`src/rtl/pipe_hazard_ctrl.sv`:
```
// Stall/flush scheduler for the 5-stage pipeline: load-use, divide, data-bus waits, MEM exceptions.
// Optional data-bus timeout is enabled with the DMEM_TIMEOUT_EN macro.
module pipe_hazard_ctrl #(
    parameter logic [31:0] EXC_VECTOR   = 32'hBFC00380,
    parameter int unsigned DIV_CYCLES   = 32,
    parameter int unsigned DIV_CNT_W    = 6
`ifdef DMEM_TIMEOUT_EN
    ,
    parameter int unsigned DMEM_TIMEOUT = 255,
    parameter int unsigned TO_CNT_W     = 8
`endif
) (
    input  logic        clk,
    input  logic        rst,
    input  logic        id_load_use_i,
    input  logic        div_req_i,
    input  logic        mem_req_i,
    input  logic        mem_ack_i,
    input  logic        exc_valid_i,
    output logic [4:0]  stall_o,
    output logic [4:0]  flush_o,
    output logic        div_start_o,
    output logic        div_done_o,
    output logic        redirect_o,
    output logic [31:0] redirect_pc_o,
    output logic        bus_err_o
);

    typedef enum logic [1:0] {
        S_IDLE = 2'd0,
        S_DIV  = 2'd1,
        S_DMEM = 2'd2
    } state_e;

    // Bit order: [0]pc [1]if_id [2]id_ex [3]ex_mem [4]mem_wb
    localparam logic [4:0] STALL_MEM = 5'b01111;
    localparam logic [4:0] FLUSH_MEM = 5'b10000;
    localparam logic [4:0] STALL_DIV = 5'b00111;
    localparam logic [4:0] FLUSH_DIV = 5'b01000;
    localparam logic [4:0] STALL_LU  = 5'b00011;
    localparam logic [4:0] FLUSH_LU  = 5'b00100;
    localparam logic [4:0] FLUSH_EXC = 5'b11110;

    localparam logic [DIV_CNT_W-1:0] DIV_LOAD = DIV_CNT_W'(DIV_CYCLES - 1);

    state_e                 state_q, state_d;
    logic [DIV_CNT_W-1:0]   div_cnt_q, div_cnt_d;
    logic                   exc_pend_q, exc_pend_d;
    logic                   mem_wait;
    logic                   exc_any;
    logic                   timeout;

`ifdef DMEM_TIMEOUT_EN
    localparam logic [TO_CNT_W-1:0] TO_LAST = TO_CNT_W'(DMEM_TIMEOUT - 1);

    logic [TO_CNT_W-1:0]    to_cnt_q, to_cnt_d;

    assign timeout = (state_q == S_DMEM) && !mem_ack_i && (to_cnt_q == TO_LAST);
`else
    assign timeout = 1'b0;
`endif

    assign mem_wait = mem_req_i && !mem_ack_i;
    assign exc_any  = exc_pend_q || exc_valid_i;

    // State and counter registers
    always_ff @(posedge clk) begin
        if (rst) begin
            state_q    <= S_IDLE;
            div_cnt_q  <= '0;
            exc_pend_q <= 1'b0;
`ifdef DMEM_TIMEOUT_EN
            to_cnt_q   <= '0;
`endif
        end else begin
            state_q    <= state_d;
            div_cnt_q  <= div_cnt_d;
            exc_pend_q <= exc_pend_d;
`ifdef DMEM_TIMEOUT_EN
            to_cnt_q   <= to_cnt_d;
`endif
        end
    end

    // Next-state and counter updates
    always_comb begin
        state_d    = state_q;
        div_cnt_d  = div_cnt_q;
        exc_pend_d = exc_pend_q;
`ifdef DMEM_TIMEOUT_EN
        to_cnt_d   = to_cnt_q;
`endif
        case (state_q)
            S_IDLE: begin
                if (exc_valid_i) begin
                    state_d = S_IDLE;
                end else if (mem_wait) begin
                    state_d = S_DMEM;
`ifdef DMEM_TIMEOUT_EN
                    to_cnt_d = '0;
`endif
                end else if (div_req_i) begin
                    state_d   = S_DIV;
                    div_cnt_d = DIV_LOAD;
                end
            end
            S_DIV: begin
                if (exc_valid_i || (div_cnt_q == '0)) begin
                    state_d = S_IDLE;
                end else begin
                    div_cnt_d = div_cnt_q - DIV_CNT_W'(1);
                end
            end
            S_DMEM: begin
                // The bus transaction runs to completion; exceptions are parked until ack
                if (mem_ack_i || timeout) begin
                    state_d    = S_IDLE;
                    exc_pend_d = 1'b0;
                end else begin
                    if (exc_valid_i) begin
                        exc_pend_d = 1'b1;
                    end
`ifdef DMEM_TIMEOUT_EN
                    to_cnt_d = to_cnt_q + TO_CNT_W'(1);
`endif
                end
            end
            default: begin
                state_d = S_IDLE;
            end
        endcase
    end

    // Output decode from state and current inputs
    always_comb begin
        stall_o     = '0;
        flush_o     = '0;
        div_start_o = 1'b0;
        div_done_o  = 1'b0;
        redirect_o  = 1'b0;
        bus_err_o   = 1'b0;
        if (!rst) begin
            case (state_q)
                S_IDLE: begin
                    if (exc_valid_i) begin
                        flush_o    = FLUSH_EXC;
                        redirect_o = 1'b1;
                    end else if (mem_wait) begin
                        stall_o = STALL_MEM;
                        flush_o = FLUSH_MEM;
                    end else if (div_req_i) begin
                        div_start_o = 1'b1;
                        stall_o     = STALL_DIV;
                        flush_o     = FLUSH_DIV;
                    end else if (id_load_use_i) begin
                        stall_o = STALL_LU;
                        flush_o = FLUSH_LU;
                    end
                end
                S_DIV: begin
                    if (exc_valid_i) begin
                        flush_o    = FLUSH_EXC;
                        redirect_o = 1'b1;
                    end else if (div_cnt_q != '0) begin
                        stall_o = STALL_DIV;
                        flush_o = FLUSH_DIV;
                    end else begin
                        div_done_o = 1'b1;
                    end
                end
                S_DMEM: begin
                    if (mem_ack_i) begin
                        if (exc_any) begin
                            flush_o    = FLUSH_EXC;
                            redirect_o = 1'b1;
                        end
                    end else if (timeout) begin
                        bus_err_o  = 1'b1;
                        flush_o    = FLUSH_EXC;
                        redirect_o = 1'b1;
                    end else begin
                        stall_o = STALL_MEM;
                        flush_o = FLUSH_MEM;
                    end
                end
                default: begin
                    stall_o = '0;
                end
            endcase
        end
    end

    assign redirect_pc_o = redirect_o ? EXC_VECTOR : 32'h0;

endmodule

```
`config.mk`:
```
export PLATFORM = sky130hd
export DESIGN_NAME = pipe_hazard_ctrl
export DESIGN_NICKNAME = d
export VERILOG_FILES = /design/src/rtl/pipe_hazard_ctrl.sv
export SDC_FILE = /design/constraint.sdc
export NUM_CORES = 1
export LEC_CHECK = 0
export BUFFER_PORTS_ARGS = -buffer_cell sky130_fd_sc_hd__clkbuf_2
export CORE_MARGIN = 2
export CORE_UTILIZATION = 40
export DETAILED_ROUTE_END_ITERATION = 12
export GPL_TIMING_DRIVEN = 0
export MAX_ROUTING_LAYER = met4
export PLACE_DENSITY = 0.75
export SYNTH_ARGS = -nofsm -noshare
export SYNTH_HDL_FRONTEND = slang
export SYNTH_SLANG_ARGS = --single-unit
```
`constraint.sdc`:
```
create_clock -name clk -period 1.3 [get_ports clk]
set_clock_uncertainty 0.1 [all_clocks]
set_input_delay 0 -clock clk [delete_from_list [all_inputs] [get_ports clk]]
set_output_delay 0 -clock clk [all_outputs]
set_load 0.02 [all_outputs]
```
# Word level (Yosys, flattened, before mapping)
# Index checks and enable logic that the tools add are counted.
# word_totals
mem_count,0
regBits,9
latch_bits,0
in_bits,7
word_cells,73
mem_bits_ro,0
ram_bits,0
# op_classes
n_addsub,1
n_lt_le_gt_ge,0
n_mux,47
shifts,0
eq_ne,9
div,0
n_reduce_logical,13
n_bitwise,0
mul,0
# op_table
operator,count
$mux 5,7
$mux 32,1
$pmux 5 s3,2
$mux 6,4
$mux 4,5
$mux 1,15
$mux 2,6
$mux 3,4
$ne 2x2->1 const B,6
$pmux 6 s2,1
$logic_not 6->1,1
$pmux 2 s3,1
$reduce_bool 6->1,1
$sub 6x1->6 const B,1
$reduce_and 5->1,1
$ne 4x4->1 const B,1
$reduce_bool 2->1,2
$reduce_and 3->1,1
$eq 2x1->1 const B,1
$eq 2x2->1 const B,1
$logic_not 2->1,1
$logic_or 1x1->1,2
$pmux 1 s2,1
$reduce_and 2->1,1
3 further kinds,3

# Longest topological paths before layout
# Gate-level depths: netlist of run 1.
# logic_depth
depth_word,6
depth_mapped,6
depth_no_buf,6

# Worst setup path before layout of run 1
# Ideal clock, no wire load.
# synth_path
path_type,register to output
from,register state_q[1]
to,output port redirect_pc_o[22]
slack_ns,-0.483
path_buffers,2
required_ns,1.200
stages_incl_launch_ff,6
arrival_ns,1.683
cell_sequence,dfxtp_1 -> buf_2 -> inv_1 -> o21ai_0 -> nor2_1 -> buf_4
# synth_via
elab_chain_cells,5
elab_cells_between_ends,7
cone_classes,2 x eq/ne; 3 x mux; 2 x reduce/logical
# synth_rtl
element,line_no,rtl
from (decl),46,"state_e state_q, state_d;"
from (signal assigned),76,state_q <= state_d;
$eq 2x1->1 / $logic_not 2->1 (equally long branches),143,case (state_q)
$reduce_or 2->1 (no line),--,
$pmux 1 s2 *,143,
$mux 1 *,142,if (!rst) begin
via redirect_o,24,"output logic redirect_o,"
$mux 32 *,193,assign redirect_pc_o = redirect_o ? EXC_VECTOR : 32'h0;
to (decl),25,"output logic [31:0] redirect_pc_o,"
# The timed path passes the listed nets; every way through them passes the cells marked *.

# Worst setup path after layout of run 1
# layout_path
from,register div_cnt_q[3]
to,output port stall_o[1]
# layout_via
elab_chain_cells,5
# layout_rtl
element,line_no,rtl
from (decl),47,"logic [DIV_CNT_W-1:0] div_cnt_q, div_cnt_d;"
from (signal assigned),77,div_cnt_q <= div_cnt_d;
$reduce_bool 6->1,164,end else if (div_cnt_q != '0) begin
$mux 3,164,
$mux 3,161,if (exc_valid_i) begin
$pmux 5 s3,143,
$mux 5,142,
to (decl),20,"output logic [4:0] stall_o,"
# No other way between the ends.

==> results.ini, run 1 <==
[outcome]
outcome = finished with violations
violations = setup timing

[die]
num_io_pins = 53
initial_utilization_pct = 41.1
die_h_um = 53.8
design.die.area_mm2 = 0.00289
core-area_mm2 = 0.00241
dieWidth_um = 53.8
num_rows = 18

[power]
internal_power_mw = 0.747
leakage_nw = 0.883
swShare_pct = 40.4
ir_worst_vdd_v = 0.000678
seq_power_share_pct = 24.8
power.switching_mw = 0.506
clockPowerShare_pct = 19.2
power.density_mw_per_mm2 = 657
combPwrFrac_pct = 56.0

[sta]
final-max-slew-violation-count = 0
max_slew_margin_pct = 56.9
worst_slack_ns = -0.392
post-route-min-period_ns = 1.69
timing_hold_violations_final = 0
layout_worst_path_cycle_share_pct = 130
worstMarginPinSlew_ns = 0.647
finalSetupViolCount = 30
maxClockFrequency_mhz = 591
unrepaired_setup_endpoints_after_global_routing = yes
timing.hold.ws_ns = 0.0453

[setup_path]
timing.critical_path.fanout_max = 4
r2r_setup_slack_ns = -0.35
timing.reg2reg.worst_path_depth = 6
cpLargestDelayFamily = simple AND/OR/NAND/NOR gates
timing.critical_path.cells = or3_4 -> o21ai_4 -> a21oi_4 -> buf_6 -> buf_8
timing.critical_path.from_type = flip-flop
worst_r2r_endpoint = div_cnt_q[4]
timing.critical_path.arrival_ns = 1.59
rr_startpoint = state_q[1]
worst-path-buf-inv = 2
cp_slowest_stage_delay_ns = 0.42
slowest_stage = or3_4
critPathKind = flip-flop to primary output
timing.critical_path.to_type = primary output
required_ns = 1.20

[final_layout]
post_layout_nonfiller_instances = 236
insertedDiodeCount = 0
net_count_final = 215
finish.instance_area_mm2 = 0.00191
area_growth_syn_to_layout_pct = 92.6
n_fill_cell = 155
ff_latch_area_um2 = 191
fin_util_pct = 79.2
post_route_cells_drive_above_1_share_pct = 65.5
multi_input_area_um2 = 776

[clocking]
cts_buffers = 3
cts_htree_levels = 1
cts_buffer_depth = 2
root_buffer_master = clkbuf_4
cts.reportedPaths.clkPinSlew_ns = 0.06
tritoncts = built
worst_skew_pair.late_latency_ns = 0.28
numClockSinks = 9

[min_path]
holdCritStartpoint = mem_req_i
number_of_stages_on_the_worst_hold_path = 4
hold_path.class = primary input to flip-flop
min_delay_worst_endpoint = div_cnt_q[1]

[synthesis]
synth_top_area_share_pct = 27.3
syn_avg_cell_area_um2 = 7.56
synth_enable_flop_cells = 0
async_s_r_ff_share_synth_pct = 0
count_of_state_elements_after_synthesis = 9
synthDistinctLibCells = 42
post_synth_inst_count = 131
yosys_warnings = 0
synth.cell_area_um2 = 991
netlist_top_cells_area = buf_4 27%, dfxtp_1 18%, a21oi_1 5.1%
share_of_the_yosys_chip_area_belonging_to_registers_pct = 18.2
dominantRegCellSynth = dfxtp_1
netlist.top_cell.by_area = buf_4

[route]
vias_per_cell = 4.83
routed_wire_length_per_instance_um = 13.2
detail-route-antenna-nets = 0
postRouteWirelength_um = 3110
detailedRoute.firstIterationViolations = 23
drt_first_pass_iters = 4
drc_errors = 0
vias = 1140

[place]
cell_area_placed_mm2 = 0.00133
placed_cells = 212
placement.io_buffers = 29
place.gp.congestion = 0.842
post-dp-hpwl_um = 1810

[global_route]
vias_in_the_first_global_route = 968
grt_most_used_layer = met2
grt_util_met1_pct = 23.0
groute.usage.overall_pct = 20.8
met3_routing_resource_usage_after_global_routing_pct = 2.22
grt_overflow_total = 0
antenna_found_initial = 0
grt_first_pass_wirelength_um = 4280
globalRouteMet2Util_pct = 38.0
grt_max_degree = 11

[run]
maxCapViolations = 0

[power by group through the flow]
| stage | registers (mW) | logic [mW] | clock network, mW |
|---|---|---|---|
| after floorplan | 0.312 | 0.387 | 0 |
| after global placement | 0.316 | 0.467 | 0 |
| after detailed placement | 0.317 | 0.476 | 0 |
| after CTS | 0.307 | 0.609 | 0.236 |
| after global routing | 0.311 | 0.744 | 0.251 |
| final | 0.311 | 0.702 | 0.241 |
[state kept, by name, summed over array words and instances, names as in the netlist]
register and flops:
div_cnt_q 6, exc_pend_q 1, state_q 2
[kinds of logic (layout without fill, tap and decap cells)]
group                    after synthesis  count (layout)  share of synthesized area [%]
AND/OR/NAND/NOR                       37              38                           21.6
buffers and inverters                 47              99                           32.3
AO/OA/AOI/OAI                         36              36                           26.3
other                                  1              23                          0.378
flip-flops                             9               9                           18.2
adder cells (fa/ha/maj)                1               1                           1.26
[cell usage in the layout, fill, tap and decap left out, types with 2 or more instances in the layout]
master     n
a211oi_1   2
a21oi_4    2
a21oi_2    4
clkbuf_4   3
nor2_1     4
nor2_4     5
nor2_2     2
dfxtp_4    2
inv_1      3
conb_1    23
buf_4     41
dfxtp_2    3
dfxtp_1    4
buf_8     15
buf_6     23
nor3_2     2
a31oi_1    2
nand2_1    2
clkbuf_2   6
clkbuf_1   3
nand3_2    2
inv_2      2
and3_1     2
a21oi_1    5
a221oi_2   2
or2b_1     2
nor3_1     2
o21ai_2    2
o21ai_4    2
o21ai_1    2
[synth_stat cells, types with 2 or more instances]
cell and instances:
nor3_1 4, buf_4 36, a21oi_1 10, o21ai_0 6, a221oi_1 2, nand2b_1 2
inv_1 7, clkbuf_1 2, a31oi_1 2, nand2_1 3, dfxtp_1 9, nor2_1 9
a211oi_1 3, nand3_1 3, or2b_1 2, and2b_1 2, and3_1 3, or3_1 2
[cell type report]
class	count	area share [%]
multi-input combinational	98	40.7
timing repair buffer	48	25.5
buffer	40	18.5
sequential	9	10.0
inverter	7	1.97
tap	30	1.97
clock buffer	4	1.38
[per-layer routing]
| layer | vias up | routed length, um | share of wire [%] |
|---|---|---|---|
| li1 | 550 | - | - |
| met1 | 530 | 1210 | 39 |
| met3 | 2 | 242 | 7.8 |
| met5 | - | 0 | 0 |
| met2 | 58 | 1630 | 52 |
| met4 | 0 | 34 | 1.1 |
[repair_timing]
action,4_1_cts,5_1_grt
hold endpoints to repair,2,0
resized for setup,74,50
hold buffers,1,0
buffers inserted,13,6
setup endpoints to repair,30,30
pin swaps,25,20
cloned,1,0
[tightest hold or removal path, delay by kind of cell]
kind	cells	cell delay [ns]
AND/OR/NAND/NOR	1	0.08
buffers and inverters	1	0.14
AO/OA/AOI/OAI	2	0.15
[worst max-delay path by stage]
stage	from	to	slack (ns)	cells after the start
floorplan	state_q[0]	div_cnt_q[4]	-0.09	5
global placement	state_q[0]	div_cnt_q[1]	-0.21	5
detailed placement	state_q[0]	redirect_pc_o[8]	-0.24	6
CTS	state_q[0]	redirect_pc_o[8]	-0.39	6
global route	state_q[1]	stall_o[2]	-0.44	6
finish	div_cnt_q[3]	stall_o[1]	-0.39	5
[metrics by stage]
stage	total power, mW	worst slack, ns	TNS, ns
2_1_floorplan	0.699	-0.0866	-1.20
3_3_place_gp	0.783	-0.215	-4.13
3_5_place_dp	0.793	-0.244	-4.78
4_1_cts	1.15	-0.388	-9.14
5_1_grt	1.31	-0.439	-10.57
6_report	1.25	-0.392	-9.17
(Power assumes the default switching activity.)
==> inputs of run 2 (changes only) <==
MAX_ROUTING_LAYER = default   (was met4)
==> run 2 against run 1 <==
  * The run still ends with setup timing left
  * Total power fell by 3.4%
  * Flip-flop and latch count did not move
  * First-iteration DRC count fell by 13%
  * Worst setup slack improved by 0.035 ns
  * Die area did not move
  * Utilization fell by 3.5 points
  * Non-clock buffer count fell by 3
  * Design area fell by 4.5%
  * Sequential share of layout area rose by 0.67 points
  * Worst hold slack improved by 0.024 ns
  * Clock power fell by 6%
  * Largest power group unchanged
  * Register-to-register slack improved by 0.02 ns
==> results.ini, run 2 (same netlist as run 1, synthesis figures left out) <==
[clocking]
cts_htree_levels = 1  ; unchanged
numClockSinks = 9  ; unchanged
cts_buffer_depth = 2  ; unchanged
cts_buffers = 3  ; unchanged
cts.reportedPaths.clkPinSlew_ns = 0.06  ; about the same
root_buffer_master = clkbuf_4  ; unchanged
tritoncts = built  ; unchanged
worst_skew_pair.late_latency_ns = 0.26  ; was 0.28 ns

[setup_path]
required_ns = 1.20  ; about the same
critPathKind = flip-flop to primary output  ; unchanged
timing.critical_path.arrival_ns = 1.56  ; was 1.59 ns
timing.critical_path.fanout_max = 3  ; was 4
timing.critical_path.from_type = flip-flop  ; unchanged
timing.critical_path.to_type = primary output  ; unchanged

[place]
detailedPlace.worstSlack_ns = -0.237  ; was -0.244 ns
placement.io_buffers = 29  ; unchanged
placed_cells = 212  ; unchanged
post-dp-hpwl_um = 1830  ; was 1810 um
place.gp.congestion = 0.832  ; was 0.842
cell_area_placed_mm2 = 0.00133  ; unchanged

[power]
ir_worst_vdd_v = 0.000965  ; was 0.000678 V
power.density_mw_per_mm2 = 665  ; was 657 mW/mm2
leakage_nw = 0.861  ; was 0.883 nW
overall_power_after_layout_mw = 1.21  ; was 1.25 mW

[die]
num_rows = 18  ; unchanged
die_h_um = 53.8  ; unchanged
core-area_mm2 = 0.00241  ; unchanged
design.die.area_mm2 = 0.00289  ; unchanged
num_io_pins = 53  ; unchanged
initial_utilization_pct = 41.1  ; unchanged
dieWidth_um = 53.8  ; unchanged

[final_layout]
insertedDiodeCount = 0  ; unchanged
final_cell_mix = 41 x buf_4, 23 x conb_1, 18 x buf_6  ; was 41 x buf_4, 23 x buf_6, 23 x conb_1
net_count_final = 212  ; was 215
post_layout_nonfiller_instances = 233  ; was 236
fin_util_pct = 75.6  ; was 79.2%
most_common_library_cell_in_the_layout_ignoring_fill_and_taps = buf_4  ; unchanged
largest_register_ffs = 6  ; unchanged
largest-register = div_cnt_q  ; unchanged
biggestRegsByFlops = div_cnt_q x6, state_q x2, exc_pend_q x1  ; unchanged
post_route_cells_drive_above_1_share_pct = 60.1  ; was 65.5%
finish.instance_area_mm2 = 0.00182  ; was 0.00191 mm2
n_fill_cell = 166  ; was 155
area_growth_syn_to_layout_pct = 84.0  ; was 92.6%

[route]
drt_first_pass_iters = 4  ; unchanged
detail-route-antenna-nets = 0  ; unchanged
detailedRoute.firstIterationViolations = 20  ; was 23
vias = 1124  ; was 1140
routed_wire_length_per_instance_um = 13.2  ; about the same
vias_per_cell = 4.82  ; was 4.83
postRouteWirelength_um = 3080  ; was 3110 um
drc_errors = 0  ; unchanged

[min_path]
hold_path.class = primary input to flip-flop  ; unchanged

[sta]
worstMarginPinSlew_ns = 0.578  ; was 0.647 ns
final-max-slew-violation-count = 0  ; unchanged
layout_worst_path_cycle_share_pct = 127  ; was 130%
maxClockFrequency_mhz = 604  ; was 591 MHz
worst_slack_ns = -0.356  ; was -0.392 ns
timing_hold_violations_final = 0  ; unchanged
max_slew_margin_pct = 61.5  ; was 56.9%
unrepaired_setup_endpoints_after_global_routing = yes  ; unchanged
finalSetupViolCount = 30  ; unchanged
post-route-min-period_ns = 1.66  ; was 1.69 ns

[global_route]
grt_first_pass_wirelength_um = 4260  ; was 4280 um
groute.usage.overall_pct = 20.2  ; was 20.8%
grt_max_degree = 11  ; unchanged
antenna_found_initial = 0  ; unchanged
vias_in_the_first_global_route = 990  ; was 968
grt_overflow_total = 0  ; unchanged

[outcome]
outcome = finished with violations  ; unchanged
violations = setup timing  ; unchanged

[run]
maxCapViolations = 0  ; unchanged

==> run 2: cell count changes in the layout (fill, tap and decap cells not counted), sizes merged <==
cell / delta
buf: -6
clkbuf: +3
==> run 2: metal layers <==
layer	GRT usage, %	up-vias	routed length, um
met4	7.69	0	48
met2	37.6	54	1610
met1	21.3	513	1220
met3	5.56	8	201
met5	0	-	0
li1	-	549	-
==> run 2: where the power goes <==
group	total [mW]	switching (mW)	leakage, nW	internal (mW)
clock	0.226	0.108	0.0150	0.119
sequential	0.315	0.0235	0.0771	0.291
combinational	0.670	0.350	0.769	0.320
==> run 2: per-stage QoR <==
step                setup TNS (ns)  hold slack (ns)
floorplan                    -1.20          -0.0477
global placement             -4.11            0.154
detailed placement           -4.63            0.158
CTS                          -8.71           0.0496
global route                -10.52           0.0960
finish                       -8.74           0.0690
==> run 2: layout make-up <==
cell class              count  area, um2  share of cell area, %
multi-input cells          98        749                   41.1
repair buffers             46        443                   24.3
plain buffers              39        342                   18.7
flip-flops and latches      9        195                   10.7
well taps                  30       37.5                   2.06
inverters                   7       30.0                   1.65
clock buffers               4       26.3                   1.44
==> run 2: path summary, 6_finish.rpt <==
check	start	to	slack, ns	depth (start not counted)
hold / removal	rst	div_cnt_q[5]	0.07	3
setup / recovery	div_cnt_q[3]	stall_o[1]	-0.36	5
setup reg to reg	div_cnt_q[3]	div_cnt_q[3]	-0.33	6
hold reg to reg	div_cnt_q[0]	div_cnt_q[0]	0.40	2
==> run 2: critical path, cell delays in order (launching register included) <==
cell     delay, ns
dfxtp_4       0.34
or3_4         0.40
o21ai_4       0.22
a21oi_4       0.08
buf_6         0.14
buf_8         0.11
==> run 2: timing repair <==
| action | in CTS | in global routing |
|---|---|---|
| gates cloned | 1 | 0 |
| hold buffers | 1 | 0 |
| setup buffers | 11 | 5 |
| hold endpoints to repair | 2 | 0 |
| setup endpoints to repair | 30 | 30 |
| resized for setup | 60 | 43 |
| pin swaps | 22 | 15 |
==> inputs of run 3 (changes only) <==
clock period = 1.4 ns   (was 1.3 ns; I/O delays follow)
==> run 3 against run 2 <==
  * The run still ends with setup timing left
  * Routed wire length increased by 19%
  * Utilization increased by 3.3 points
  * Total power decreased by 2.9%
  * Cell count increased by 3.0%
  * Critical endpoint is now stall_o[2]
  * Design area increased by 4.3%
  * Flip-flop and latch count unchanged
  * Combinational power about the same
  * Critical path type unchanged
  * Worst hold slack improved by 0.0043 ns
==> results.ini, run 3 (same netlist as run 1, synthesis figures left out) <==
[outcome]
outcome = finished with violations  ; unchanged
violations = setup timing  ; unchanged

[setup_path]
timing.critical_path.arrival_ns = 1.62  ; was 1.56 ns
timing.critical_path.to_type = primary output  ; unchanged
required_ns = 1.30  ; was 1.20 ns
timing.critical_path.fanout_max = 3  ; unchanged
critPathKind = flip-flop to primary output  ; unchanged
timing.critical_path.from_type = flip-flop  ; unchanged

[power]
leakage_nw = 0.901  ; was 0.861 nW
internal_power_mw = 0.699  ; was 0.730 mW
swShare_pct = 40.6  ; was 39.8%
combPwrFrac_pct = 57.0  ; was 55.3%
overall_power_after_layout_mw = 1.18  ; was 1.21 mW
ir_worst_vdd_v = 0.000531  ; was 0.000965 V
power.switching_mw = 0.478  ; was 0.482 mW
clockPowerShare_pct = 18.3  ; was 18.7%
seq_power_share_pct = 24.7  ; was 26.0%
power.density_mw_per_mm2 = 619  ; was 665 mW/mm2

[global_route]
grt_max_degree = 11  ; unchanged
antenna_found_initial = 0  ; unchanged
vias_in_the_first_global_route = 980  ; was 990
grt_first_pass_wirelength_um = 4290  ; was 4260 um
groute.usage.overall_pct = 20.5  ; was 20.2%
grt_overflow_total = 0  ; unchanged

[run]
maxCapViolations = 0  ; unchanged

[route]
routed_wire_length_per_instance_um = 15.3  ; was 13.2 um
detail-route-antenna-nets = 0  ; unchanged
vias = 1210  ; was 1124
drt_first_pass_iters = 4  ; unchanged
vias_per_cell = 5.04  ; was 4.82
postRouteWirelength_um = 3670  ; was 3080 um
drc_errors = 0  ; unchanged
detailedRoute.firstIterationViolations = 53  ; was 20

[place]
placement.io_buffers = 29  ; unchanged
placed_cells = 212  ; unchanged
place.gp.congestion = 0.863  ; was 0.832
detailedPlace.worstSlack_ns = -0.194  ; was -0.237 ns
post-dp-hpwl_um = 1730  ; was 1830 um

[die]
core-area_mm2 = 0.00241  ; unchanged
design.die.area_mm2 = 0.00289  ; unchanged
num_io_pins = 53  ; unchanged
num_rows = 18  ; unchanged
dieWidth_um = 53.8  ; unchanged
die_h_um = 53.8  ; unchanged
initial_utilization_pct = 41.1  ; unchanged

[final_layout]
net_count_final = 219  ; was 212
post_route_cells_drive_above_1_share_pct = 63.8  ; was 60.1%
most_common_library_cell_in_the_layout_ignoring_fill_and_taps = buf_4  ; unchanged
post_layout_nonfiller_instances = 240  ; was 233
largest_register_ffs = 6  ; unchanged
insertedDiodeCount = 0  ; unchanged
biggestRegsByFlops = div_cnt_q x6, state_q x2, exc_pend_q x1  ; unchanged
fin_util_pct = 78.9  ; was 75.6%
largest-register = div_cnt_q  ; unchanged
area_growth_syn_to_layout_pct = 91.9  ; was 84.0%
final_cell_mix = 46 x buf_4, 27 x buf_6, 23 x conb_1  ; was 41 x buf_4, 23 x conb_1, 18 x buf_6

[sta]
worstMarginPinSlew_ns = 0.657  ; was 0.578 ns
worst_slack_ns = -0.316  ; was -0.356 ns
final-max-slew-violation-count = 0  ; unchanged
max_slew_margin_pct = 56.2  ; was 61.5%
unrepaired_setup_endpoints_after_global_routing = yes  ; unchanged
maxClockFrequency_mhz = 583
timing_hold_violations_final = 0  ; unchanged
layout_worst_path_cycle_share_pct = 123
finalSetupViolCount = 28  ; was 30
timing.hold.ws_ns = 0.0733  ; was 0.0690 ns
post-route-min-period_ns = 1.72

[min_path]
hold_path.class = primary input to flip-flop  ; unchanged

[clocking]
root_buffer_master = clkbuf_4  ; unchanged
cts_buffers = 3  ; unchanged
tritoncts = built  ; unchanged
numClockSinks = 9  ; unchanged
cts_htree_levels = 1  ; unchanged
worst_skew_pair.late_latency_ns = 0.27  ; was 0.26 ns
cts.reportedPaths.clkPinSlew_ns = 0.07  ; was 0.06 ns
cts_buffer_depth = 2  ; unchanged

run 3: changes by cell type in the layout (fill, tap and decap cells not counted), sizes merged:
cell | previous run | this run
buf | 73 | 82
clkbuf | 15 | 12
clkinvlp | 1 | 0
dlygate4sd3 | 1 | 2
inv | 6 | 7
run 3: critical path: stages (launching register included):
cell and delay (ns):
dfxtp_4 0.36, buf_6 0.13, or2b_1 0.24, a21oi_2 0.17, o21ai_1 0.10, a21oi_1 0.18
buf_4 0.17
run 3: routing by layer:
metal,track usage [%],part of all wire (%)
met5,0,0
met4,8.12,2.6
met3,3.61,6.4
met2,38.2,53
met1,22.6,38
run 3: area by class of cell:
class | count | area (um2)
fillers | 154 | 508
multi-input cells | 98 | 782
clock buffers | 4 | 26.3
inverters | 7 | 28.8
flip-flops and latches | 9 | 195
well taps | 30 | 37.5
plain buffers | 39 | 342
repair buffers | 53 | 490
run 3: metrics by stage:
stage          TNS (ns)  cell area, um2
6_report          -5.73            1900
5_1_grt           -7.32            1900
4_1_cts           -5.71            1620
3_5_place_dp      -3.45            1290
3_3_place_gp      -3.22            1290
2_1_floorplan   -0.0125            1110
run 3: path summary, 6_finish.rpt:
| path | slack, ns | cells after the start | to | from |
|---|---|---|---|---|
| setup / recovery | -0.32 | 6 | stall_o[2] | state_q[1] |
| setup reg to reg | -0.22 | 6 | div_cnt_q[4] | state_q[1] |
| hold reg to reg | 0.38 | 2 | div_cnt_q[0] | div_cnt_q[0] |
| hold / removal | 0.07 | 3 | state_q[1] | mem_ack_i |
run 3: timing repair:
action / 4_1_cts / 5_1_grt
resized for setup: 51 / 79
hold endpoints to repair: 2 / 1
endpoints found under the setup margin: 29 / 30
setup buffers: 13 / 9
pin swaps: 13 / 20
gates cloned: 1 / 0
run 3: power by group through the flow:
stage          registers [mW]  clock network (mW)  logic, mW
4_1_cts                 0.286               0.216      0.530
3_5_place_dp            0.294                   0      0.418
2_1_floorplan           0.290                   0      0.339
3_3_place_gp            0.293                   0      0.414
5_1_grt                 0.292               0.232      0.711
6_report                0.290               0.216      0.670
